==> src/rtl/mem_port_arbiter.sv <==
// Two-requester arbiter for port A of the program-space block RAM.
// It grants one access per clock, registers the command, and returns read data two cycles after the grant.
module mem_port_arbiter #(
   parameter int ADDR_BITS      = 14,
   parameter int DATA_WIDTH     = 16,
   parameter int FIXED_PRIORITY = 0
) (
   input  logic                  clk,
   input  logic                  reset_n,
   input  logic                  req0,
   input  logic                  we0,
   input  logic [ADDR_BITS-1:0]  addr0,
   input  logic [DATA_WIDTH-1:0] wdata0,
   output logic                  gnt0,
   output logic                  rvalid0,
   output logic [DATA_WIDTH-1:0] rdata0,
   input  logic                  req1,
   input  logic                  we1,
   input  logic [ADDR_BITS-1:0]  addr1,
   input  logic [DATA_WIDTH-1:0] wdata1,
   output logic                  gnt1,
   output logic                  rvalid1,
   output logic [DATA_WIDTH-1:0] rdata1,
   output logic                  mem_en,
   output logic                  mem_we,
   output logic [ADDR_BITS-1:0]  mem_addr,
   output logic [DATA_WIDTH-1:0] mem_din,
   input  logic [DATA_WIDTH-1:0] mem_dout
);

   logic                  last_gnt_reg;
   logic                  tag_read_reg;
   logic                  tag_id_reg;
   logic                  rvalid0_reg;
   logic                  rvalid1_reg;
   logic [DATA_WIDTH-1:0] rdata0_reg;
   logic [DATA_WIDTH-1:0] rdata1_reg;
   logic                  prio0;
   logic                  win_we;

   // Requester 0 wins a tie in fixed mode, or when requester 1 was served last.
   always_comb begin
      prio0  = (FIXED_PRIORITY != 0) || last_gnt_reg;
      gnt0   = reset_n && req0 && (!req1 || prio0);
      gnt1   = reset_n && req1 && !(req0 && prio0);
      win_we = gnt1 ? we1 : we0;
   end

   always_ff @(posedge clk or negedge reset_n) begin
      if (!reset_n) begin
         last_gnt_reg <= 1'b1;
         mem_en       <= 1'b0;
         mem_we       <= 1'b0;
         mem_addr     <= '0;
         mem_din      <= '0;
         tag_read_reg <= 1'b0;
         tag_id_reg   <= 1'b0;
         rvalid0_reg  <= 1'b0;
         rvalid1_reg  <= 1'b0;
         rdata0_reg   <= '0;
         rdata1_reg   <= '0;
      end else begin
         if (gnt0 || gnt1) begin
            last_gnt_reg <= gnt1;
            mem_en       <= 1'b1;
            mem_we       <= win_we;
            mem_addr     <= gnt1 ? addr1 : addr0;
            mem_din      <= gnt1 ? wdata1 : wdata0;
            tag_read_reg <= !win_we;
            tag_id_reg   <= gnt1;
         end else begin
            mem_en <= 1'b0;
            mem_we <= 1'b0;
         end
         // The RAM answers in the cycle after mem_en; writes never raise rvalid.
         rvalid0_reg <= mem_en && tag_read_reg && !tag_id_reg;
         rvalid1_reg <= mem_en && tag_read_reg && tag_id_reg;
         if (rvalid0_reg) rdata0_reg <= mem_dout;
         if (rvalid1_reg) rdata1_reg <= mem_dout;
      end
   end

   // Read data passes straight through in its valid cycle, then holds.
   assign rvalid0 = rvalid0_reg;
   assign rvalid1 = rvalid1_reg;
   assign rdata0  = rvalid0_reg ? mem_dout : rdata0_reg;
   assign rdata1  = rvalid1_reg ? mem_dout : rdata1_reg;

endmodule

==> config.mk <==
export PLATFORM = sky130hd
export DESIGN_NAME = mem_port_arbiter
export DESIGN_NICKNAME = d
export VERILOG_FILES = /design/src/rtl/mem_port_arbiter.sv
export SDC_FILE = /design/constraint.sdc
export NUM_CORES = 1
export LEC_CHECK = 0
export CORE_AREA = 2 2 90 92
export CTS_BUF_LIST = sky130_fd_sc_hd__clkbuf_8
export CTS_CLUSTER_SIZE = 16
export DETAILED_ROUTE_END_ITERATION = 10
export DIE_AREA = 0 0 92 94
export GPL_TIMING_DRIVEN = 0
export HOLD_SLACK_MARGIN = 0.05
export PLACE_DENSITY = 0.91
export SYNTH_ARGS = -nofsm -noshare
export SYNTH_HDL_FRONTEND = slang
export SYNTH_SLANG_ARGS = --single-unit
==> constraint.sdc <==
create_clock -name clk -period 1.6 [get_ports clk]
set_input_delay 0.24 -clock clk [delete_from_list [all_inputs] [get_ports clk]]
set_output_delay 0.24 -clock clk [all_outputs]
set_load 0.01 [all_outputs]
==> summary.md, run 1 <==
| Metric | Value |
|---|---|
| Levels on crit path | `4` |
| PD cells | `1290 mW/mm²` |
| Wirelength per Cell | `21.1 µm` |
| First-pass DRT Iterations | `6` |
| Setup TNS | `-3.82 ns` |
| Post-synth ARST share | `100%` |
| Share of Yosys cell area claimed by the top area cell type | `between 50% and 60%` |
| Met1 Use GR | `between 30% and 40%` |
| CP max-delay cell | `dfrtp_1` |
| Max Freq | `roughly 570 MHz` |
| Worst path max stage delay | `roughly 0.4 ns` |
| CTS tree | `built` |
| Slew Viols, Final | `0` |
| Final period util | `110%` |
| Most used cell, CP | `buf_6` |
| Met3 Resource Use GR | `a little under a tenth` |
| Routed wire length | `between 10 and 15 mm` |
| Core footprint | `between 0.007 and 0.008 mm²` |
| Mean Syn Cell Area | `about 12 µm²` |
| Dominant delay contributor by cell family on the critical path | `buffers and inverters` |
| IO Count | `150` |
| Post-layout min period | `approximately 1.8 ns` |
| GRT Residual Overflow | `0` |
| Ys flop type | `dfrtp_1` |
| EDFF count, synth | `0` |
| Antenna Cells | `0` |
| Final Hold Vio Count | `0` |
| Final setup margin | `-0.156 ns` |
| CP Cell Sequence | `buf_6, clkbuf_16, mux2_4, buf_6` |
| CP required | `about 1.4 ns` |
| Crit path to | `rdata1[11]` |
| Post-synth top cells | `dfrtp_1, mux2_2, nor2_1` |
| Yosys cell types | `24` |
| CTS H-tree depth | `3` |
| Initial antenna violation count | `0` |
| Pin count of the biggest net entering global routing | `36` |
| Peak supply drop | `around 0.54 mV` |
| CTS Sinks | `about 70` |
| Crit path launch | `rvalid1` |
| Relative slew margins | `between 80 and 90%` |
| GPL Wtd Cong | `just under 0.9` |
| Met2 usage | `about 47%` |
| Vias per cell | `5.52` |
| Crit end category | `output port` |
| Die Y | `roughly 94 µm` |
| LEAKAGE | `roughly 2.4 nW` |
| R2R Path Start | `last_gnt_reg` |
| Clock skew | `roughly 0.0067 ns` |
| Mapped cell area | `0.00315 mm²` |
| Worst hold-check path type | `in2reg` |
| Unrepaired setup endpoints after global routing | `true` |
| # DRC | `0` |
| Synth area leaders | `dfrtp_1, mux2_2, o2111ai_1, a31oi_1, buf_6` |
| Full die area | `roughly 0.0086 mm²` |
| Max-cap violations | `0` |
| Most common cell in the netlist | `dfrtp_1` |
| Clk Tree Root Cell | `clkbuf_8` |
| Vias after detailed routing | `~3,200` |
| Ys Warns | `0` |
| Nets@finish | `approximately 550` |
| Post-synthesis sequential area ratio | `54.8%` |
| Worst Path Arrival | `between 1.5 and 2 ns` |
| FP Rows | `32` |
| All-Layer GR Usage | `27.2%` |
| GRT busiest layer | `met2` |
| Synth Register Bits | `between 60 and 70` |
| Layout area overhead | `76.6%` |
| Hold WS | `roughly 0.21 ns` |
| Die Wd | `between 90 and 100 µm` |
| Setup CP Type | `reg2out` |
| Largest fanout on the critical path | `5` |
| Reg-to-reg endpoint | `mem_din[1]` |
| First-pass GRT wire length | `around 18 mm` |
| Reg clk slew, reported paths | `0.08 ns` |
| Share of cells above drive strength 1 | `between 30% and 40%` |
| CTS Buffer Depth | `2` |
| TritonCTS Buffers | `9` |
| 1st-iter DRT viols | `108` |
| Slew @ Worst Pin | `roughly 0.28 ns` |
| Dominant cell type by area after synthesis | `dfrtp_1` |
| Clk_lat worst skew | `roughly 0.34 ns` |
| # setup viols final | `32` |
| Outcome | `finished with violations` |
| Port buffer count | `148` |
| Initial core utilization | `41.4%` |
| Startpoint types | `flip-flop` |
| Syn nets | `352` |
| Worst Path Buf+Inv | `3` |
| Violated checks | `negative setup slack` |
| Pre-CTS setup slack | `-0.960 ns` |
| ANT nets after route | `0` |
| R2R Setup Slk | `~0.050 ns` |
| Vias in the first global route | `between 3,000 and 4,000` |
| Reg2Reg Depth | `5` |
| Post-DP HPWL | `between 7 and 8 mm` |
| Cells after Synth | `270` |
-- metrics by stage --
stage	instance area (µm²)	util [%]	cells	power, mW
after floorplan	3150	-	270	3.27
after global placement	4760	62.6	520	4.49
after detailed placement	4760	62.6	520	4.59
after CTS	5400	70.9	558	6.66
after global routing	5570	73.2	572	7.44
final	5570	73.2	572	7.17
-- area by class of cell --
cell class	instances	area (µm²)
inverters	3	17.5
clock buffers	9	124
well taps	102	128
multi-input cells	168	1310
repair buffers	186	1900
clock inverters	7	115
fillers	480	2040
flip-flops and latches	69	1730
plain buffers	28	251
-- worst register-to-register path, stage by stage (launching register included) --
cell and delay [ns]:
dfstp_2 0.56, clkinvlp_4 0.09, buf_4 0.19, buf_2 0.19, o2111ai_1 0.25, a31oi_1 0.14
-- cells in the final DEF, fill, tap and decap left out, types with 2 or more instances in the layout --
master and count:
buf_6 49, o2111ai_1 31, clkdlybuf4s50_1 110, bufinv_16 3
a31oi_1 30, dfrtp_1 68, nor2_1 31, o21ai_1 6
clkbuf_8 9, a21oi_1 2, buf_4 33, dlygate4sd3_1 2
buf_2 10, mux2_4 32, o21ai_0 25, nand2_1 2
inv_1 2, buf_12 3, clkinvlp_4 2, clkbuf_2 2
-- cells by family after synthesis --
group	Yosys count	share of synthesized area, %
simple gates	38	4.92
flops	69	54.8
buf+inv	33	7.82
mux	32	11.4
compound gates	98	21.0
-- timing repair --
action	4_1_cts	5_1_grt
hold endpoints to repair	69	0
setup buffers	18	17
resized for setup	204	25
endpoints found under the setup margin	38	33
hold buffers	3	0
pin swaps	0	0
cloned	2	1
-- routing by layer --
layer,part of all wire [%],vias up
li1,-,1402
met1,40,1565
met2,51,168
met3,7.9,20
met4,1.8,0
met5,0,-
-- where the power goes --
| group | leakage [nW] | switching (mW) | internal (mW) |
|---|---|---|---|
| Sequential | 0.805 | 0.211 | 2.19 |
| Combinational | 1.46 | 1.20 | 1.84 |
| Clock | 0.121 | 0.705 | 1.03 |
| Total | 2.38 | 2.12 | 5.05 |
-- how the worst min path moves through the flow --
stage	startpoint	endpoint	cells past startpoint
finish	req1	mem_din[15]	3
global route	req1	mem_din[15]	3
CTS	req1	mem_din[15]	3
detailed placement	reset_n	rdata1_reg[0]	1
global placement	tag_id_reg	rvalid0	1
floorplan	reset_n	mem_addr[0]	0
Note: power is estimated with default switching activity, not from simulation.
==> inputs of run 2 (changes only) <==
RECOVER_POWER = 100   (was not set)
==> run 2 against run 1 <==
Against the previous run:
- the run still ends with negative setup slack left
- via count fell by 0.29%
- core utilization fell by 1.0 points
- critical endpoint unchanged
- final cell count unchanged
- count of clock-buffer cells in the layout unchanged
- largest cell class unchanged
- critical path type unchanged
- sequential power barely moved
==> summary.md, run 2 (synthesis results as in run 1) <==
| Metric | Value |
|---|---|
| Initial core utilization | `between 40 and 50%` |
| Pin count of the biggest net entering global routing | `36` |
| Vias per cell | `5.50` |
| First-pass DRT Iterations | `4` |
| Antenna Cells | `0` |
| 1st-iter DRT viols | `99` |
| Die Wd | `approximately 92 µm` |
| Post-DP HPWL | `7.15 mm` |
| Core footprint | `0.00761 mm²` |
| Wirelength per Cell | `roughly 21 µm` |
| Worst Path Arrival | `1.51 ns` |
| Outcome | `finished with violations` |
| Max-cap violations | `0` |
| Unrepaired setup endpoints after global routing | `true` |
| PD cells | `~1300 mW/mm²` |
| First-pass GRT wire length | `~18 mm` |
| Relative slew margins | `between 40% and 50%` |
| Clk_lat worst skew | `~0.34 ns` |
| Number of cells on the worst hold path | `3` |
| CTS H-tree depth | `3` |
| Initial antenna violation count | `0` |
| Nets@finish | `around 550` |
| CTS tree | `built` |
| Post-layout min period | `1.75 ns` |
| Setup CP Type | `reg2out` |
| Share of cells above drive strength 1 | `32.8%` |
| Startpoint types | `flip-flop` |
| Slew @ Worst Pin | `0.900 ns` |
| # DRC | `0` |
| Routed wire length | `12.1 mm` |
| Full die area | `about 0.0086 mm²` |
| Layout area overhead | `74.1%` |
| Clk Tree Root Cell | `clkbuf_8` |
| Final setup margin | `-0.153 ns` |
| Vias after detailed routing | `roughly 3,100` |
| Die Y | `94 µm` |
| Finished Layout Cells | `between 500 and 600` |
| Violated checks | `negative setup slack` |
| Placed cells | `520` |
| Setup TNS | `-3.69 ns` |
| Commonest non-fill, non-tap cell in the layout | `clkdlybuf4s50_1` |
| Most frequent cells in the layout | `clkdlybuf4s50_1, dfrtp_1, buf_6, buf_4, mux2_4` |
| Slew Viols, Final | `0` |
| Vias in the first global route | `about 3,300` |
| Reg2Reg Depth | `5` |
| Peak supply drop | `around 0.54 mV` |
| Reg clk slew, reported paths | `approximately 0.080 ns` |
| Final Hold Vio Count | `0` |
| # fillers | `around 490` |
| Port buffer count | `roughly 150` |
| Largest fanout on the critical path | `5` |
| Clock skew | `0.00597 ns` |
| IO Count | `150` |
| CP required | `about 1.4 ns` |
| # setup viols final | `32` |
| FP Rows | `32` |
| Final period util | `110%` |
| Post-layout util | `72.2%` |
| LEAKAGE | `2.35 nW` |
| TritonCTS Buffers | `9` |
| CTS Sinks | `~70` |
| Worst hold-check path type | `in2reg` |
| All-Layer GR Usage | `27.2%` |
| CTS Buffer Depth | `2` |
| ANT nets after route | `0` |
| Max Freq | `570 MHz` |
| Crit end category | `output port` |
| GPL Wtd Cong | `0.876` |
| GRT Residual Overflow | `0` |
## run 2: per-stage QoR
stage          total power, mW  setup WS [ns]  cell area [µm²]  hold slack (ns)
6_report                  7.15         -0.153             5490            0.204
2_1_floorplan             3.27          0.204             3150          -0.0556
3_3_place_gp              4.49          -2.99             4760            0.452
3_5_place_dp              4.59         -0.960             4760            0.415
4_1_cts                   6.66         -0.237             5400            0.198
5_1_grt                   7.42         -0.184             5490            0.219
## run 2: worst max-delay path, cell delays in order (launching register included)
cell	delay, ns
dfrtp_1	0.41
buf_6	0.15
clkbuf_16	0.16
mux2_4	0.33
buf_6	0.13
## run 2: metal layers
layer / up-vias / part of all wire, % / global-route usage, %
met3: 20 / 8.0 / 9.07
met1: 1568 / 40 / 30.7
met5: - / 0 / 0
met4: 0 / 1.8 / 10.8
met2: 156 / 51 / 47.5
li1: 1402 / - / -
## run 2: worst paths after layout
check / slack (ns) / end / start
min in group asynchronous: 0.65 / rdata0_reg[14] / reset_n
hold reg to reg: 0.47 / rvalid0 / tag_id_reg
setup / recovery: -0.15 / rdata1[11] / rvalid1
max in group asynchronous: 0.14 / mem_addr[8] / reset_n
setup reg to reg: 0.05 / mem_din[1] / last_gnt_reg
hold / removal: 0.20 / mem_din[15] / req1
## run 2: repair_timing
item	4_1_cts	5_1_grt
hold buffers	3	0
endpoints found under the hold margin	69	0
gates resized for setup	204	25
cloned	2	1
setup endpoints to repair	38	33
pin swaps	0	0
setup buffers	18	17
## run 2: layout make-up
type	instances	area (µm²)	area share (%)
buffer	28	251	4.58
multi-input combinational	168	1290	23.6
sequential	69	1730	31.5
inverter	3	17.5	0.319
clock buffer	9	124	2.26
timing repair buffer	186	1830	33.4
clock inverter	7	115	2.10
tap	102	128	2.32
## run 2: power by group
| group | leakage, nW | switching [mW] | total (mW) | internal [mW] |
|---|---|---|---|---|
| registers | 0.805 | 0.211 | 2.40 | 2.19 |
| clock network | 0.121 | 0.704 | 1.73 | 1.03 |
| logic | 1.42 | 1.20 | 3.02 | 1.82 |
==> inputs of run 3 (changes only) <==
CORE_AREA = 2 2 108 110   (was 2 2 90 92)
DIE_AREA = 0 0 110 112   (was 0 0 92 94)
PLACE_DENSITY = 0.69   (was 0.91)
==> run 3 against run 2 <==
Against the previous run:
- the flow still finishes with violations (negative setup slack)
- combinational power fell by 8.9%
- non-clock buffer count down 9
- fmax fell by 0.85%
- final area fell by 1.7%
- routed wire length shrank 11%
- clock power decreased by 23%
- critical endpoint is now rdata1[13]
- largest cell class unchanged
- largest power group unchanged
==> summary.md, run 3 (synthesis results as in run 1) <==
| Metric | Value |
|---|---|
| Hold WS | `around 0.19 ns` |
| Relative slew margins | `between 30 and 40%` |
| # setup viols final | `52` |
| Vias per cell | `4.96` |
| First-pass DRT Iterations | `4` |
| Sw frac | `30.4%` |
| Reg clk slew, reported paths | `approximately 0.080 ns` |
| Share of cells above drive strength 1 | `a little under a third` |
| # DRC | `0` |
| Core footprint | `between 0.01 and 0.015 mm²` |
| Max Freq | `between 500 and 600 MHz` |
| Worst Path Arrival | `about 1.5 ns` |
| Post-DP HPWL | `around 7 mm` |
| Sequential power share | `between 30% and 40%` |
| Die Wd | `110 µm` |
| Clk Tree Root Cell | `clkbuf_8` |
| Die Y | `around 110 µm` |
| Clk pwr share | `a little over a fifth` |
| CTS Buffer Depth | `2` |
| FP Rows | `39` |
| Final setup margin | `-0.168 ns` |
| Outcome | `finished with violations` |
| Pre-CTS setup slack | `-0.961 ns` |
| CTS Sinks | `between 60 and 70` |
| Largest fanout on the critical path | `5` |
| CTS tree | `built` |
| R2R Setup Slk | `0.08 ns` |
| Vias in the first global route | `between 3,000 and 4,000` |
| Violated checks | `negative setup slack` |
| Full die area | `0.0123 mm²` |
| Post-layout min period | `approximately 1.8 ns` |
| Routed wire length | `10.7 mm` |
| Clock skew | `slightly below 0.01 ns` |
| TritonCTS Buffers | `9` |
| Post-layout util | `between 40 and 50%` |
| Final period util | `111%` |
| Worst path max stage delay | `about 0.4 ns` |
| Initial antenna violation count | `0` |
| Crit end category | `output port` |
| Most frequent cells in the layout | `clkdlybuf4s50_1, dfrtp_1, buf_6, nor2_1, o2111ai_1` |
| Most used cell, CP | `buf_6` |
| Max-cap violations | `0` |
| GRT Residual Overflow | `0` |
| CP Cell Sequence | `buf_6, buf_12, buf_16, mux2_4, buf_6` |
| Pin count of the biggest net entering global routing | `36` |
| Slew @ Worst Pin | `0.923 ns` |
| All-Layer GR Usage | `between 10% and 20%` |
| 1st-iter DRT viols | `170` |
| Port buffer count | `between 100 and 150` |
| Final Hold Vio Count | `0` |
| Wirelength per Cell | `~18 µm` |
| Commonest non-fill, non-tap cell in the layout | `clkdlybuf4s50_1` |
| CP required | `1.36 ns` |
| ANT nets after route | `0` |
| IO Count | `150` |
| LEAKAGE | `2.25 nW` |
| Setup CP Type | `reg2out` |
| Setup TNS | `-3.17 ns` |
| Register Area | `0.00173 mm²` |
| Antenna Cells | `0` |
| Nets@finish | `538` |
| Multi-input gate area | `about 0.0013 mm²` |
| Worst hold-check path type | `in2reg` |
| NetSw | `1.96 mW` |
| Internal power | `about 4.5 mW` |
| First-pass GRT wire length | `around 16 mm` |
| Clk_lat worst skew | `0.35 ns` |
| Dominant delay contributor by cell family on the critical path | `buffers and inverters` |
| CP max-delay cell | `dfrtp_1` |
| # fillers | `approximately 1,000` |
| Initial core utilization | `between 20% and 30%` |
| CTS H-tree depth | `3` |
| PD cells | `approximately 1200 mW/mm²` |
| Startpoint types | `flip-flop` |
| Slew Viols, Final | `0` |
| Unrepaired setup endpoints after global routing | `true` |
| Layout area overhead | `71.1%` |
| Total power | `6.44 mW` |
| GPL Wtd Cong | `between 0.7 and 0.8` |
| Vias after detailed routing | `approximately 3,000` |
| Worst Path Buf+Inv | `4` |
| Peak supply drop | `0.633 mV` |
| Combinational power share | `a little over two fifths` |
[run 3: path summary, 6_finish.rpt]
kind,from,endpoint,depth (start not counted)
setup / recovery,rvalid1,rdata1[13],5
hold reg to reg,rdata0_reg[7],rdata0_reg[7],1
min in group asynchronous,reset_n,mem_addr[2],2
max in group asynchronous,reset_n,rdata0_reg[13],3
hold / removal,req1,mem_din[15],3
setup reg to reg,last_gnt_reg,mem_din[14],5
[run 3: what timing repair did]
action                                  in CTS  in global routing
pin swaps                                    0                  0
endpoints found under the setup margin      48                 34
resized for setup                          200                 20
endpoints found under the hold margin       69                  0
buffers inserted                            16                  9
gates cloned                                 3                  0
hold buffers                                 3                  0
[run 3: routing by layer]
| metal | track usage (%) | vias to the layer above | routed length [µm] |
|---|---|---|---|
| met4 | 4.89 | 0 | 127 |
| met1 | 21.5 | 1472 | 4510 |
| met3 | 5.04 | 12 | 744 |
| li1 | - | 1397 | - |
| met2 | 28.1 | 117 | 5350 |
| met5 | 0 | - | 0 |
[run 3: per-stage QoR]
step	area (µm²)	cells
global placement	4810	561
CTS	5390	598
finish	5400	604
detailed placement	4810	561
floorplan	3150	270
global route	5400	604
[run 3: worst reg2reg max path, cell delays in order (launching register included)]
cell	delay, ns
dfstp_2	0.56
clkinvlp_4	0.10
buf_4	0.19
buf_2	0.20
o2111ai_1	0.23
a31oi_1	0.12
[run 3: final cells by class]
cell class / instances / area share (%)
sequential: 69 / 32.0
multi-input combinational: 168 / 23.4
clock buffer: 10 / 2.55
clock inverter: 6 / 0.881
buffer: 27 / 4.29
timing repair buffer: 178 / 33.3
inverter: 3 / 0.278
tap: 143 / 3.32
[run 3: power by group through the flow]
stage	registers (mW)	logic (mW)	clock network, mW
2_1_floorplan	2.38	0.894	0
3_3_place_gp	2.34	2.18	0
3_5_place_dp	2.36	2.21	0
4_1_cts	2.34	2.60	1.39
5_1_grt	2.40	2.93	1.48
6_report	2.35	2.75	1.34
